[config.mk]
export PLATFORM = sky130hd
export DESIGN_NAME = ace_rd_arbiter
export DESIGN_NICKNAME = d
export VERILOG_FILES = /design/src/rtl/ace_rd_arbiter.sv
export SDC_FILE = /design/constraint.sdc
export NUM_CORES = 1
export LEC_CHECK = 0
export BUFFER_PORTS_ARGS = -buffer_cell sky130_fd_sc_hd__buf_2
export CAP_MARGIN = 20
export CORE_AREA = 2 2 368 370
export CTS_BUF_LIST = sky130_fd_sc_hd__clkbuf_4
export CTS_CLUSTER_DIAMETER = 40
export DETAILED_ROUTE_END_ITERATION = 12
export DIE_AREA = 0 0 370 372
export GPL_TIMING_DRIVEN = 1
export PLACE_DENSITY_LB_ADDON = 0.15
export SLEW_MARGIN = 10
export SYNTH_ARGS = -nofsm -noshare
export SYNTH_HDL_FRONTEND = slang
export SYNTH_SLANG_ARGS = --single-unit
export TNS_END_PERCENT = 1
[constraint.sdc]
create_clock -name clk -period 1.75 [get_ports clk]
set_clock_uncertainty 0.2 [all_clocks]
set_input_delay 0.0875 -clock clk [delete_from_list [all_inputs] [get_ports clk]]
set_output_delay 0.0875 -clock clk [all_outputs]
set_load 0.005 [all_outputs]
[src/rtl/ace_rd_arbiter.sv]
// Two-requester ACE read arbiter: round-robin AR grant, single outstanding burst,
// zero-latency R routing to the owner, one-cycle RACK after the last beat.
module ace_rd_arbiter #(
  parameter int ID_W   = 4,
  parameter int ADDR_W = 32,
  parameter int DATA_W = 256
) (
  input  logic              clk,
  input  logic              rst,
  input  logic [ID_W-1:0]   s0_arid,
  input  logic [ADDR_W-1:0] s0_araddr,
  input  logic [7:0]        s0_arlen,
  input  logic              s0_arvalid,
  output logic              s0_arready,
  input  logic [ID_W-1:0]   s1_arid,
  input  logic [ADDR_W-1:0] s1_araddr,
  input  logic [7:0]        s1_arlen,
  input  logic              s1_arvalid,
  output logic              s1_arready,
  output logic [ID_W-1:0]   s0_rid,
  output logic [DATA_W-1:0] s0_rdata,
  output logic [3:0]        s0_rresp,
  output logic              s0_rlast,
  output logic              s0_rvalid,
  input  logic              s0_rready,
  output logic [ID_W-1:0]   s1_rid,
  output logic [DATA_W-1:0] s1_rdata,
  output logic [3:0]        s1_rresp,
  output logic              s1_rlast,
  output logic              s1_rvalid,
  input  logic              s1_rready,
  output logic [ID_W-1:0]   m_arid,
  output logic [ADDR_W-1:0] m_araddr,
  output logic [7:0]        m_arlen,
  output logic              m_arvalid,
  input  logic              m_arready,
  input  logic [ID_W-1:0]   m_rid,
  input  logic [DATA_W-1:0] m_rdata,
  input  logic [3:0]        m_rresp,
  input  logic              m_rlast,
  input  logic              m_rvalid,
  output logic              m_rready,
  output logic              m_rack,
  output logic              grant,
  output logic              busy,
  output logic              beat_err
);

  typedef enum logic [1:0] {IDLE, ADDR, DATA, ACK} state_t;

  state_t            state, state_nxt;
  logic              ptr;
  logic              win;
  logic              any_vld;
  logic              accept;
  logic              r_hs;
  logic [7:0]        beat_cnt;
  logic [ID_W-1:0]   cap_id;
  logic [ADDR_W-1:0] cap_addr;
  logic [7:0]        cap_len;

  // On a tie the requester that did not win last time goes first.
  assign any_vld = s0_arvalid | s1_arvalid;
  assign win     = (s0_arvalid & s1_arvalid) ? ~ptr : s1_arvalid;
  assign accept  = (state == IDLE) & any_vld;
  assign r_hs    = m_rvalid & m_rready;

  assign m_arid   = cap_id;
  assign m_araddr = cap_addr;
  assign m_arlen  = cap_len;
  assign s0_rid   = m_rid;
  assign s0_rdata = m_rdata;
  assign s0_rresp = m_rresp;
  assign s0_rlast = m_rlast;
  assign s1_rid   = m_rid;
  assign s1_rdata = m_rdata;
  assign s1_rresp = m_rresp;
  assign s1_rlast = m_rlast;
  assign busy     = (state != IDLE);

  always_comb begin
    state_nxt  = state;
    s0_arready = 1'b0;
    s1_arready = 1'b0;
    m_arvalid  = 1'b0;
    m_rready   = 1'b0;
    s0_rvalid  = 1'b0;
    s1_rvalid  = 1'b0;
    m_rack     = 1'b0;
    case (state)
      IDLE: begin
        // Held off during reset so no requester sees a handshake that is then dropped.
        s0_arready = ~rst & s0_arvalid & ~win;
        s1_arready = ~rst & s1_arvalid & win;
        if (any_vld) state_nxt = ADDR;
      end
      ADDR: begin
        m_arvalid = 1'b1;
        if (m_arready) state_nxt = DATA;
      end
      DATA: begin
        m_rready  = grant ? s1_rready : s0_rready;
        s0_rvalid = m_rvalid & ~grant;
        s1_rvalid = m_rvalid & grant;
        if (r_hs && m_rlast) state_nxt = ACK;
      end
      ACK: begin
        m_rack    = 1'b1;
        state_nxt = IDLE;
      end
      default: state_nxt = IDLE;
    endcase
  end

  always_ff @(posedge clk) begin
    if (rst) begin
      state    <= IDLE;
      ptr      <= 1'b1;
      grant    <= 1'b0;
      beat_cnt <= 8'd0;
      beat_err <= 1'b0;
      cap_id   <= '0;
      cap_addr <= '0;
      cap_len  <= 8'd0;
    end else begin
      state <= state_nxt;
      if (accept) begin
        cap_id   <= win ? s1_arid   : s0_arid;
        cap_addr <= win ? s1_araddr : s0_araddr;
        cap_len  <= win ? s1_arlen  : s0_arlen;
        grant    <= win;
        ptr      <= win;
        beat_cnt <= 8'd0;
      end
      if (r_hs) begin
        beat_cnt <= beat_cnt + 8'd1;
        // Length mismatch is only flagged; the burst still runs to the downstream rlast.
        if (m_rlast ? (beat_cnt != cap_len) : (beat_cnt == cap_len)) beat_err <= 1'b1;
      end
    end
  end

endmodule
==> results_dict.tcl <==
set metrics [dict create \
    p_per_area_mw_per_mm2 720 \
    worstHoldPathCells 2 \
    insertion_delay_ps 650 \
    setup_viol_count_final 33 \
    path_clk_slew_ps 130 \
    first_global_vias 5307 \
    syn_nets 1192 \
    dpl.hpwl_mm 23.1 \
    start_kind "register" \
    synth-seq-cells 57 \
    drtIter0Drc 99 \
    fmax_ghz 0.491 \
    cp_max_fo 3 \
    first_pass_iters 4 \
    syn_area_mm2 0.00672 \
    min_from "rst" \
    drc 0 \
    gp_congestion 0.667 \
    max-slew-margin-rel 0.315 \
    nNetsFinal 1271 \
    antenna_found_initial 8 \
    die_x_um 370 \
    vias 5183 \
    r2r_end "m_arlen[4]$_SDFFE_PP0P_" \
    seq_area_frac_synth 0.170 \
    hold_path_end "beat_cnt[1]$_SDFFE_PP0P_" \
    vias_per_cell 1.92 \
    area_delta_synth_final_pct 58.3 \
    synth_area_leaders "buf_4 59%, dfxtp_1 17%, mux2i_1 6.7%" \
    crit_slowest_cell "dfxtp_2" \
    rsz0062_at_grt "yes" \
    setup_ws_ps -286 \
    max_cap_viol_count 0 \
    min_period_ps 2040 \
    avgSynthCellArea_um2 8.14 \
    ff2ff_setup_slack_ps -280 \
    power_uw 7670 \
    grt_usage 0.0424 \
    worst_r2r_path_depth 6 \
    crit_arrival_ps 1750 \
    synth_top_flop_cell "dfxtp_1" \
    status "complete, but fails checks" \
    violations "hold timing, setup timing" \
    grt_max_degree 45 \
    clock-root-buffer "clkbuf_4" \
    routedWlPerCell_um 11.4 \
    yosysWarnings 0 \
    core_mm2 0.134 \
    placementRows 135 \
    ir_drop_mv 0.340 \
    max_stage_delay_ps 360 \
    synth-edff-count 0 \
    r2r_start "ptr$_SDFFE_PP1P_" \
    crit_required_ps 1460 \
    numCtsBuffers 9 \
    dpl_worst_slack_ps -166 \
    leakage_uw 0.00375 \
    grt_pass1_wl_mm 38.5 \
    wl_mm 30.8 \
    synth.distinct_cells 32 \
    ios 945 \
    timing.final.crit_share 1.16 \
    globalRoute.totalOverflow 0 \
    start_util 0.0501 \
    path_cells "inv_4 > ha_4 > buf_6 > inv_6 > nor4b_4 > buf_2" \
    worst_setup_path_end_kind "output port" \
    critPathKind "reg2out" \
    final_common_cell "dlygate4sd3_1" \
    drive_gt1_frac 0.280 \
    die-area_mm2 0.138 \
    hp-class "in2reg" \
    h-tree-depth 3 \
    cts_buffer_depth 2 \
    finalHoldViolCount 5 \
    synth_top_area_cell "buf_4" \
    slew_viol_final 0 \
    ant_nets 0 \
    clock-sinks 57 \
    worst_pin_slew_ps 1020 \
    die_y_um 372 \
    synthArstFlopShare 0 \
    cts_tree "done" \
    final_cell_mix "414 x dlygate4sd3_1, 145 x buf_2, 52 x nor2_1" \
    tns_ps -5050 \
    synth.top_cell.area_share 0.594 \
    hold-worst-slack_ps -322 \
    port_buffers 152 \
    netlist_instances 826 \
]
worst max-delay path: cells and delay by family, from the launching register on:
family	cells	cell delay [ps]
buf+inv	4	370
fa+ha+maj	1	140
flops	1	360
simple gates	1	250
state kept, by name, summed over array words and instances (netlist names):
signal and flops:
m_araddr 32, m_arid 4, grant 1, state 2, beat_err 1, m_arlen 8, ptr 1, beat_cnt 8
through the flow:
step           utilization  cells  instance area (um^2)
2_1_floorplan            -    826                  6720
3_3_place_gp        0.0450   2252                  6040
3_5_place_dp        0.0450   2252                  6040
4_1_cts             0.0782   2686                 10500
5_1_grt             0.0793   2695                 10600
6_report            0.0793   2696                 10600
worst max path at each step:
stage	startpoint	to	slack, ps
floorplan	state[0]$_SDFFE_PP0P_	beat_cnt[7]$_SDFFE_PP0P_	80
global placement	ptr$_SDFFE_PP1P_	m_arlen[4]$_SDFFE_PP0P_	-170
detailed placement	ptr$_SDFFE_PP1P_	m_arlen[4]$_SDFFE_PP0P_	-170
CTS	ptr$_SDFFE_PP1P_	s1_arready	-540
global route	state[0]$_SDFFE_PP0P_	s0_arready	-530
finish	state[0]$_SDFFE_PP0P_	s0_arready	-290
cell usage after synthesis (4+ instances only):
master,count
a211oi_1,44
a21oi_1,7
buf_4,532
clkbuf_1,13
dfxtp_1,57
ha_1,5
inv_1,4
mux2i_1,45
nand2_1,9
nand3_1,4
nor2_1,52
nor3_1,7
o21ai_0,5
xnor2_1,12
final cells by class:
class	count	area [um^2]
diodes	5	12.5
clock buffers	10	75.1
clock inverters	6	35.0
fillers	15648	124000
inverters	4	22.5
multi-input cells	213	1610
flip-flops and latches	57	1160
well taps	1781	2230
repair buffers	620	5510
cells by family after synthesis:
kind of cell	synth area share
buffers and inverters	0.613
AND/OR/NAND/NOR	0.0560
AO/OA/AOI/OAI	0.0692
flip-flops	0.170
multiplexers	0.0670
XOR/XNOR	0.0156
adder cells (fa/ha/maj)	0.00931
timing repair:
action,4_1_cts,5_1_grt
hold buffers,413,1
endpoints found under the hold margin,585,12
pin swaps,4,8
gates resized for setup,48,21
buffers inserted,5,4
gates cloned,0,0
setup endpoints to repair,29,53
layer usage:
metal	track usage	up-vias	routed length [um]
met1	0.0422	2351	11100
met5	0	-	27
li1	-	2300	-
met3	0.0213	57	3070
met2	0.0700	471	15000
met4	0.0275	4	1510
where the power goes:
group          switching, uW  internal (uW)
Clock                    798            293
Combinational           2210           2320
Sequential               301           1750
Total                   3310           4360
No activity file was read; power rests on OpenSTA's default activity.
